$ cat config.mk
export PLATFORM = sky130hd
export DESIGN_NAME = iseq_loader
export DESIGN_NICKNAME = d
export VERILOG_FILES = /design/src/rtl/iseq_pkg.sv /design/src/rtl/iseq_loader.sv
export SDC_FILE = /design/constraint.sdc
export NUM_CORES = 1
export LEC_CHECK = 0
export CAP_MARGIN = 15
export CORE_MARGIN = 2
export CORE_UTILIZATION = 33
export CTS_BUF_LIST = sky130_fd_sc_hd__clkbuf_16
export DETAILED_ROUTE_END_ITERATION = 12
export PLACE_DENSITY = 0.88
export RECOVER_POWER = 25
export REMOVE_ABC_BUFFERS = 1
export SYNTH_ARGS = -nofsm -noshare
export SYNTH_HDL_FRONTEND = slang
export SYNTH_SLANG_ARGS = --single-unit
$ cat constraint.sdc
create_clock -name clk -period 2.1 [get_ports clk]
set_input_delay 0.42 -clock clk [delete_from_list [all_inputs] [get_ports clk]]
set_output_delay 0.42 -clock clk [all_outputs]
set_load 0.005 [all_outputs]
$ cat src/rtl/iseq_pkg.sv
// Shared constants and FSM state encoding for the instruction-sequence loader.
package iseq_pkg;

  localparam logic [2:0]  OPC_END   = 3'b111;
  // Zero-cycle no-op used to fill slot 1 when a sequence has an odd count.
  localparam logic [31:0] PAD_INSTR = 32'h0000_0000;

  typedef enum logic [2:0] {
    IDLE,
    LOAD,
    PAD,
    KICK,
    WAIT_HI,
    WAIT_LO
  } iseq_state_e;

endpackage

$ cat src/rtl/iseq_loader.sv
// Splits a host instruction stream across two slot FIFOs, pads odd-length
// sequences, then kicks the dispatcher and waits for it to finish.
module iseq_loader
  import iseq_pkg::*;
#(
  parameter int MAX_ISEQ_LEN = 1024,
  parameter int LEN_WIDTH    = 11
) (
  input  logic                 clk,
  input  logic                 rst_n,
  input  logic                 in_valid,
  input  logic [31:0]          in_data,
  output logic                 in_ready,
  output logic                 instr0_fifo_wr,
  output logic [31:0]          instr0_fifo_wdata,
  input  logic                 instr0_fifo_full,
  output logic                 instr1_fifo_wr,
  output logic [31:0]          instr1_fifo_wdata,
  input  logic                 instr1_fifo_full,
  output logic                 process_iseq,
  input  logic                 dispatcher_busy,
  output logic                 loader_busy,
  output logic [LEN_WIDTH-1:0] iseq_len,
  output logic                 err_overflow,
  input  logic                 err_clr,
  output iseq_state_e          state_dbg
);

  localparam logic [LEN_WIDTH-1:0] MAX_CNT = LEN_WIDTH'(MAX_ISEQ_LEN);

  // Handshake: a word transfers on a cycle where in_valid && in_ready;
  // in_data must stay stable while in_valid is high and in_ready is low.

  iseq_state_e          state, state_nxt;
  logic                 slot, slot_nxt;
  logic [LEN_WIDTH-1:0] count, count_nxt;
  logic [LEN_WIDTH-1:0] len_nxt;
  logic                 err_nxt;

  logic is_end, target_full, accept, at_max, wr_word, pad_wr;

  assign state_dbg = state;

  always_comb begin
    is_end      = (in_data[31:29] == OPC_END);
    target_full = slot ? instr1_fifo_full : instr0_fifo_full;
    // rst_n gates acceptance so nothing leaks out while reset is held.
    in_ready    = rst_n && ((state == IDLE) || (state == LOAD)) && !target_full;
    accept      = in_valid && in_ready;
    at_max      = (count == MAX_CNT);
    wr_word     = accept && !is_end && !at_max;
    pad_wr      = (state == PAD) && !instr1_fifo_full;

    instr0_fifo_wr    = wr_word && !slot;
    instr1_fifo_wr    = (wr_word && slot) || pad_wr;
    instr0_fifo_wdata = instr0_fifo_wr ? in_data : '0;
    instr1_fifo_wdata = pad_wr ? PAD_INSTR : (instr1_fifo_wr ? in_data : '0);

    process_iseq = (state == KICK);
    loader_busy  = (state != IDLE);
  end

  always_comb begin
    state_nxt = state;
    slot_nxt  = slot;
    count_nxt = count;
    len_nxt   = iseq_len;
    err_nxt   = err_overflow;

    // Set takes priority over a simultaneous clear.
    if (accept && !is_end && at_max)
      err_nxt = 1'b1;
    else if (err_clr)
      err_nxt = 1'b0;

    case (state)
      IDLE, LOAD: begin
        if (accept) begin
          if (is_end) begin
            if (count == '0)
              state_nxt = IDLE;
            else if (slot)
              state_nxt = PAD;
            else
              state_nxt = KICK;
          end else begin
            state_nxt = LOAD;
            if (!at_max) begin
              slot_nxt  = ~slot;
              count_nxt = count + LEN_WIDTH'(1);
            end
          end
        end
      end
      PAD: begin
        if (!instr1_fifo_full) begin
          count_nxt = count + LEN_WIDTH'(1);
          slot_nxt  = 1'b0;
          state_nxt = KICK;
        end
      end
      KICK: begin
        len_nxt   = count;
        state_nxt = WAIT_HI;
      end
      WAIT_HI: begin
        if (dispatcher_busy) state_nxt = WAIT_LO;
      end
      WAIT_LO: begin
        if (!dispatcher_busy) begin
          state_nxt = IDLE;
          count_nxt = '0;
          slot_nxt  = 1'b0;
        end
      end
      default: state_nxt = IDLE;
    endcase
  end

  always_ff @(posedge clk or negedge rst_n) begin
    if (!rst_n) begin
      state        <= IDLE;
      slot         <= 1'b0;
      count        <= '0;
      iseq_len     <= '0;
      err_overflow <= 1'b0;
    end else begin
      state        <= state_nxt;
      slot         <= slot_nxt;
      count        <= count_nxt;
      iseq_len     <= len_nxt;
      err_overflow <= err_nxt;
    end
  end

endmodule

==> out/summary.md, run 1 <==
In the synthesized netlist, the number of instances is 220. The tools report the clock buffer count from CTS as 3. The later pin in the worst-skew pair is clocked with a latency of 260 ps. TritonCTS built the clock tree.

Summing every instance area after synthesis gives 0.00190 sq mm. Measured along the y axis, the die boundary spans 79.9 microns. The number of distinct library cell variants in the gate-level netlist after synthesis is 39. For the routed via count, the log shows 2430.

The leakage power total is 2.00 nW. Per report_power, the combinational group accounts for 51.4% of the total. Net switching is 33.0% of the power.

Yosys printed 0 warnings. The first routing iteration left 91 violations. The share of total power dissipated in the clock network is 19.6%. The worst-case IR drop observed on VDD is 0.489 mV. Actual transition at the worst max-transition pin: 775 ps.

The final weighted congestion in routability-driven placement is 0.820, and the top-level I/O count is 123. Internal power comes to 0.00147 W. The final layout contains routed wiring with a total length of 8280 microns. In this run the horizontal extent of the chip is 79.9 microns. Each instance of the synthesized netlist takes up on average 8.64 sq um.

The area of combinational cells with multiple inputs came out at 0.00125 sq mm. The number of global-route vias before repair is 2349. Between clock sinks in the finished design, the worst skew comes to 4.63 ps. The run gives 37 as the maximum number of pins on one net before global-route repair. The library cells used most frequently in the layout, excluding fill and tap cells, are sky130_fd_sc_hd__clkdlybuf4s50_1 (50), sky130_fd_sc_hd__buf_6 (42), sky130_fd_sc_hd__buf_4 (37), sky130_fd_sc_hd__buf_2 (32). After synthesis, the cell types taking the most area are sky130_fd_sc_hd__dfrtp_1 (36%), sky130_fd_sc_hd__and3_1 (11%), sky130_fd_sc_hd__and2_1 (11%), sky130_fd_sc_hd__o21ai_0 (5.3%), sky130_fd_sc_hd__mux2_2 (4.7%).

Before antenna repair, the detailed router went through 4 iterations. Across the whole layout, storage elements account for 676 sq um. The run gives 35.5% as the proportion of synthesized chip area in sequential cells.

The final critical path takes up 122% of the cycle. The run gives -466 ps as the final worst slack. Synthesis inferred 27 register bits.

The final non-filler cell total was 460; the net load switching power was 0.000723 W. The critical path starts at count[6]$_DFFE_PN0P_. At the end of the flow, the number of nets in the layout was 430.

In this run the standard cell core region covers 0.00554 sq mm. The number of max-capacitance violations reported is 0, and the final count of hold timing violations is 0. The routed via count divided by cell count came out at 5.28. The number of placed cells counting well taps was 432; the largest driver fanout on the critical path was 7.

The detailed-route DRC error count was 0; the total congestion overflow was 0. STA classifies the critical path endpoint as a primary output. The number of rows in the core area is 27.

Data on the critical path arrives at its endpoint at 2150 ps. The clock slew at the register clock pins of the worst setup and hold paths works out to 70 ps. The number of levels in the clock H-tree came out at 1. The final reports fail on negative setup slack.

Of all cell types, the one taking the most synthesized area is sky130_fd_sc_hd__dfrtp_1. 0 antenna diodes ended up in the layout. The library cell used most frequently in the layout, excluding fill and tap cells, is sky130_fd_sc_hd__clkdlybuf4s50_1.

Timing would allow up to 0.390 GHz. The number of filler instances in the final layout was 416; the relative slew slack was 48.3%. Reg-to-reg startpoint: state_dbg[2]$_DFFE_PN0P_.

Across every metal layer, demand over resource in global routing totals 23.2%. The initial antenna violation count was 0. The tree is rooted in a sky130_fd_sc_hd__clkbuf_16. Counting I/O delays and the setup requirement, the final critical path takes 2570 ps.

The tools report the final setup violation count as 66. The tools report the count of final max-slew check failures as 0. The total power divided by cell area came out at 563 mW/mm^2. The clock tree buffer depth was 2; the post-synthesis to final-layout area growth was 105%.

The worst setup path is launched from a flip-flop. The path class of the tightest hold or removal check is in2async. The die covers 0.00638 sq mm.

Of the total power, registers draw 29.0%. The HPWL after detailed placement is 4950 microns. Setup repair after global routing could not meet its margin everywhere.

For the count of clock tree sinks, the log shows 27. The initial core utilization was 34.3%. In this run the tool buffered the top-level ports with 122 buffer cells. For the worst setup path, the data required time is 1680 ps. In this run the biggest area consumer among cell types represents 35.5% of the synthesized area. For the final cell utilization of the core, the log shows 70.2%.

The wire length of the first global-routing pass was 11800 microns. After detailed routing, the average wire length per cell comes to 18.0 microns. In the final layout, the share of cells above drive strength 1 is 48.2%.

The critical setup path kind was reg2out. The antenna violation net count after detailed routing is 0. The flow ran to the end, but the final reports show violations.
[cells in the mapped netlist]
master and number:
sky130_fd_sc_hd__nor2b_1 1, sky130_fd_sc_hd__o21ai_0 20, sky130_fd_sc_hd__buf_6 5, sky130_fd_sc_hd__nand2_1 16
sky130_fd_sc_hd__dfrtp_1 27, sky130_fd_sc_hd__nor2_2 1, sky130_fd_sc_hd__o211ai_1 2, sky130_fd_sc_hd__buf_4 2
sky130_fd_sc_hd__a22o_1 1, sky130_fd_sc_hd__nor3b_1 1, sky130_fd_sc_hd__o22ai_1 2, sky130_fd_sc_hd__nand3_1 4
sky130_fd_sc_hd__or3_1 6, sky130_fd_sc_hd__and3_1 34, sky130_fd_sc_hd__clkbuf_1 6, sky130_fd_sc_hd__nand4bb_4 1
sky130_fd_sc_hd__or4b_4 1, sky130_fd_sc_hd__nor4_1 1, sky130_fd_sc_hd__a21o_1 1, sky130_fd_sc_hd__o22a_1 1
sky130_fd_sc_hd__nor3_1 3, sky130_fd_sc_hd__nand2_2 1, sky130_fd_sc_hd__mux2i_1 2, sky130_fd_sc_hd__ha_1 2
sky130_fd_sc_hd__inv_1 6, sky130_fd_sc_hd__a21oi_1 8, sky130_fd_sc_hd__or4_1 1, sky130_fd_sc_hd__or2_2 1
sky130_fd_sc_hd__and3_2 1, sky130_fd_sc_hd__nand4_1 4, sky130_fd_sc_hd__nand2b_1 5, sky130_fd_sc_hd__and2_1 32
sky130_fd_sc_hd__mux2_2 8, sky130_fd_sc_hd__and4_1 2, sky130_fd_sc_hd__nor2_1 4, sky130_fd_sc_hd__o31ai_1 1
sky130_fd_sc_hd__nor2b_4 1, sky130_fd_sc_hd__buf_2 4, sky130_fd_sc_hd__and4b_1 1
[layer usage]
| metal | up-vias | track usage (%) | routed length, microns |
|---|---|---|---|
| met4 | 0 | 5.59 | 189 |
| met2 | 104 | 40.8 | 4350 |
| met5 | - | 0 | 0 |
| li1 | 1111 | - | - |
| met3 | 18 | 3.85 | 448 |
| met1 | 1197 | 29.4 | 3280 |
[area by class of cell]
cell class,instances,area share (%)
inverter,6,0.579
clock buffer,3,1.93
clock inverter,1,0.0965
timing repair buffer,181,45.7
tap,72,2.32
sequential,27,17.4
multi-input combinational,170,32.1
[power by group through the flow]
stage | logic (W) | clock network, W | registers (W)
global placement | 0.000820 | 0 | 0.000633
finish | 0.00113 | 0.000428 | 0.000636
CTS | 0.00102 | 0.000432 | 0.000630
global route | 0.00120 | 0.000451 | 0.000642
detailed placement | 0.000836 | 0 | 0.000638
floorplan | 0.000264 | 0 | 0.000700
[path summary, 6_finish.rpt]
kind	end	slack, ps	cells past startpoint
setup reg to reg	count[3]$_DFFE_PN0P_	50	7
max in group asynchronous	iseq_len[7]$_DFFE_PN0P_	990	2
min in group clk	iseq_len[3]$_DFFE_PN0P_	500	2
setup / recovery	instr1_fifo_wdata[12]	-470	9
hold / removal	count[2]$_DFFE_PN0P_	380	2
hold reg to reg	iseq_len[3]$_DFFE_PN0P_	500	2
[cell families (layout without fill, tap and decap cells)]
family,after synthesis,count (layout),synth area share [%]
AND/OR/NAND/NOR,122,122,39.6
AO/OA/AOI/OAI,36,36,10.5
flip-flops,27,27,35.5
buffers and inverters,23,191,7.18
multiplexers,10,10,5.79
adder cells (fa/ha/maj),2,2,1.32
[state kept, by name, indices dropped and copies added, names as in the netlist]
register      cells
count            11
state_dbg         3
slot              1
err_overflow      1
iseq_len         11
[worst max-delay path, stage by stage (launching register included)]
cell	delay, ps
sky130_fd_sc_hd__dfrtp_1	400
sky130_fd_sc_hd__nor4_2	270
sky130_fd_sc_hd__buf_4	150
sky130_fd_sc_hd__nand4_1	140
sky130_fd_sc_hd__and3_4	230
sky130_fd_sc_hd__buf_6	130
sky130_fd_sc_hd__buf_12	120
sky130_fd_sc_hd__buf_16	130
sky130_fd_sc_hd__and3_1	190
sky130_fd_sc_hd__buf_2	130
[stage by stage]
step	setup TNS, ps	setup slack, ps	hold slack (ps)	area (sq um)	power (W)
after floorplan	-38880	-792	124	1790	0.000963
after global placement	-46380	-687	464	3370	0.00145
after detailed placement	-51920	-767	474	3370	0.00147
after CTS	-24160	-494	328	3690	0.00208
after global routing	-32960	-542	398	3890	0.00229
final	-27570	-466	380	3890	0.00219
[timing repair]
action / 4_1_cts / 5_1_grt
resized for setup: 336 / 46
pin swaps: 36 / 13
setup buffers: 16 / 4
setup endpoints to repair: 77 / 77
hold buffers: 0 / 0
cloned: 6 / 2
Power figures use the tool's default switching activity.
==> inputs of run 2 (changes only) <==
Settings changed: CELL_PAD_IN_SITES_DETAIL_PLACEMENT set to 1, CELL_PAD_IN_SITES_GLOBAL_PLACEMENT set to 1, CORE_UTILIZATION 33 to 23, PLACE_DENSITY 0.88 to 0.89, SKIP_LAST_GASP set to 1.
==> out/summary.md, run 2 (synthesis gave the netlist of run 1 again) <==
The aggregate routed wire length was 9690 microns (+17%). The tools report the clock buffer count from CTS as 3 (unchanged). The width of the die was 94.9 microns (+19%).

Compared with the post-synthesis result, the final layout area differs by 116%. The data required time of the worst path came out at 1680 ps (about the same). The logs give 56 (-38%) for the DRC marker count from the first detailed-route iteration and 21.0% (-2.2 points) for the overall track demand over capacity in global routing. The total congestion overflow is 0 (unchanged).

The run gives 6090 microns (+23%) as the half-perimeter wire length after placement. The run gives 2.69 ps (-1.94 ps) as the final worst clock skew. The antenna violation net count after detailed routing came out at 0 (unchanged). The final setup violation count was 66 (unchanged); the switching fraction of total power was 33.8% (+0.81 points).

STA classifies the critical path endpoint as a primary output. TritonCTS built the clock tree. Count of port buffers added during placement: 122 (unchanged). The ratio of cells with drive above 1 in the final layout is 53.6% (+5.4 points).

The wire length of the first global-routing pass is 14600 microns (+24%), and the clock network fraction of total power is 19.7% (about the same). The arrival time of the worst setup path is 2200 ps (+50 ps). The tools report the detailed-route DRC error count as 0 (unchanged).

The number of filler instances in the final layout was 921 (+120%); the clock insertion delay at the later pin of the skew report was 270 ps (about the same). The clock period minus worst slack is 2620 ps (+58.2 ps), and the average detailed-routed wire length per instance is 18.9 microns (+5.2%). The internal power came out at 0.00155 W (+6.0%). The final design area excluding fillers is 0.00411 sq mm (+5.6%).

The largest driver fanout on the critical path is 8 (+1). The tools report the number of global-route vias before repair as 2689 (+14%). The clock tree buffer depth came out at 2 (unchanged). The die boundary height was 94.9 microns (+19%); the area inside the core boundary was 0.00809 sq mm (+46%). The tools report the number of placed cells counting well taps as 471 (+9.0%). The global routing stage identified its most utilized layer as met2. The maximum VDD drop is 0.395 mV (-19%). The logs give 37 (unchanged) for the maximum number of pins on one net before global-route repair and 1 (unchanged) for the number of levels in the clock H-tree.

The fmax came out at 0.381 GHz (-2.2%). The fraction of power consumed by combinational cells is 53.0% (+1.6 points). The tools report the met1 capacity usage during global routing as 22.1% (-7.4 points). For the number of rows in the core area, the log shows 33 (+22%). The final non-filler cell total came out at 512 (+11%). The met3 global-route usage is 3.35% (-0.49 points), and the count of clock tree sinks is 27 (unchanged).

The tools report the minimum setup slack after placement as -827 ps (-59.6 ps). The actual transition at the worst max-transition pin was 817 ps (+42.5 ps). Initial core utilization: 23.5% (-11 points). Setup repair after global routing could not meet its margin everywhere. The number of inserted diodes is 0 (unchanged), and the fraction of the cycle the final worst path needs is 125% (+2.8 points). The total power divided by cell area is 572 mW/mm^2 (+1.6%), and the number of max-capacitance violations reported is 0 (unchanged).

The final count of hold timing violations is 0 (unchanged). The cell at the root of the clock tree was sky130_fd_sc_hd__clkbuf_16. For the number of iterations in the first detailed-routing pass, the log shows 4 (unchanged). The clock slew at the register clock pins of the worst setup and hold paths was 70 ps (about the same); the leakage power total was 2.08 nW (+3.9%).

The routed via count divided by cell count came out at 4.86 (-7.9%). For the net load switching power, the log shows 0.000794 W (+9.9%). The area of combinational cells with multiple inputs was 0.00128 sq mm (+2.8%); the count of final max-slew check failures was 0 (unchanged).

For the top-level I/O count, the log shows 123 (unchanged). The final reports fail on negative setup slack. The initial antenna violation count came out at 0 (unchanged). Leaving out fill and tap cells, the most frequent cell in the layout is sky130_fd_sc_hd__buf_4.

The worst setup path is launched from a flip-flop. In the layout the commonest cells are sky130_fd_sc_hd__buf_4 (54), sky130_fd_sc_hd__clkdlybuf4s50_1 (49), sky130_fd_sc_hd__buf_6 (49), sky130_fd_sc_hd__and2_4 (32), sky130_fd_sc_hd__and3_1 (31). For the final worst slack, the log shows -524 ps (-58.2 ps). The floorplan die area was 0.00901 sq mm (+41%). The flow ran to the end, but the final reports show violations. The relative slew slack came out at 45.5% (-2.8 points). The power after layout is 0.00235 W (+7.3%). The sequential fraction of design power was 27.3% (-1.7 points); the hold-fix buffer count after cts was 0 (unchanged).

The total number of nets in the final design is 449 (+4.4%). The cell area after placement is 0.00346 sq mm (+2.6%), and the met2 track demand over resource is 40.7% (about the same). The routed via count came out at 2490 (+2.5%). Critical setup path kind: reg2out. For the register area, the log shows 676 sq um (unchanged).

The worst hold path belongs to the class in2async. The final weighted congestion in routability-driven placement came out at 0.756 (-7.8%).
==> run 2: cell count changes in the layout (fill, tap and decap cells not counted), moves of 2 or more <==
cell,previous run,this run
sky130_fd_sc_hd__nor3_1,3,1
sky130_fd_sc_hd__buf_4,37,54
sky130_fd_sc_hd__inv_1,7,3
sky130_fd_sc_hd__nor3_2,0,2
sky130_fd_sc_hd__buf_6,42,49
sky130_fd_sc_hd__buf_2,32,22
sky130_fd_sc_hd__inv_2,0,3
sky130_fd_sc_hd__o21ai_2,2,0
sky130_fd_sc_hd__clkbuf_2,0,8
sky130_fd_sc_hd__nand2_2,0,2
sky130_fd_sc_hd__nand2_1,16,14
==> run 2: worst max-delay path, stage by stage (launching register included) <==
cell,delay (ps)
sky130_fd_sc_hd__dfrtp_1,400
sky130_fd_sc_hd__nor4_2,310
sky130_fd_sc_hd__buf_4,170
sky130_fd_sc_hd__nand4_1,120
sky130_fd_sc_hd__and3_4,240
sky130_fd_sc_hd__nor2b_4,150
sky130_fd_sc_hd__buf_6,150
sky130_fd_sc_hd__buf_16,140
sky130_fd_sc_hd__and2_4,150
sky130_fd_sc_hd__buf_6,100
==> run 2: layer usage <==
metal / share of wire (%) / wire, microns / up-vias
met5: 0 / 0 / -
met4: 2.2 / 210 / 0
met3: 5.8 / 564 / 13
met2: 54 / 5250 / 97
met1: 38 / 3670 / 1232
li1: - / - / 1148
==> run 2: final cells by class <==
cell class	instances	share of cell area, %
inverters	6	0.548
clock inverters	1	0.183
multi-input cells	170	31.2
well taps	105	3.20
clock buffers	3	1.83
flip-flops and latches	27	16.4
repair buffers	200	46.6
==> run 2: power by group through the flow <==
stage               logic (W)  registers [W]  clock network, W
floorplan            0.000264       0.000700                 0
CTS                   0.00117       0.000631          0.000464
global placement     0.000872       0.000636                 0
finish                0.00125       0.000641          0.000463
detailed placement   0.000921       0.000640                 0
global route          0.00134       0.000646          0.000499
==> run 2: timing repair <==
item	in CTS	in global routing
setup buffers	25	11
gates resized for setup	333	62
cloned	8	0
endpoints found under the setup margin	77	79
pin swaps	37	16
==> run 2: final timing paths <==
| kind | start | endpoint | slack, ps | cells after the start |
|---|---|---|---|---|
| max in group asynchronous | rst_n | iseq_len[1]$_DFFE_PN0P_ | 950 | 2 |
| min | rst_n | iseq_len[4]$_DFFE_PN0P_ | 370 | 2 |
| min in group clk | iseq_len[3]$_DFFE_PN0P_ | iseq_len[3]$_DFFE_PN0P_ | 490 | 2 |
| max reg2reg | state_dbg[1]$_DFFE_PN0P_ | count[3]$_DFFE_PN0P_ | 10 | 9 |
| min reg2reg | iseq_len[3]$_DFFE_PN0P_ | iseq_len[3]$_DFFE_PN0P_ | 490 | 2 |
| max | count[6]$_DFFE_PN0P_ | instr0_fifo_wdata[2] | -520 | 9 |
==> run 2: stage by stage <==
stage | TNS, ps | util (%) | hold WS, ps
after detailed placement | -53160 | 42.7 | 479
after CTS | -27900 | 50.0 | 362
after floorplan | -38880 | - | 124
final | -29270 | 50.8 | 372
after global placement | -48140 | 42.7 | 468
after global routing | -35560 | 50.8 | 358
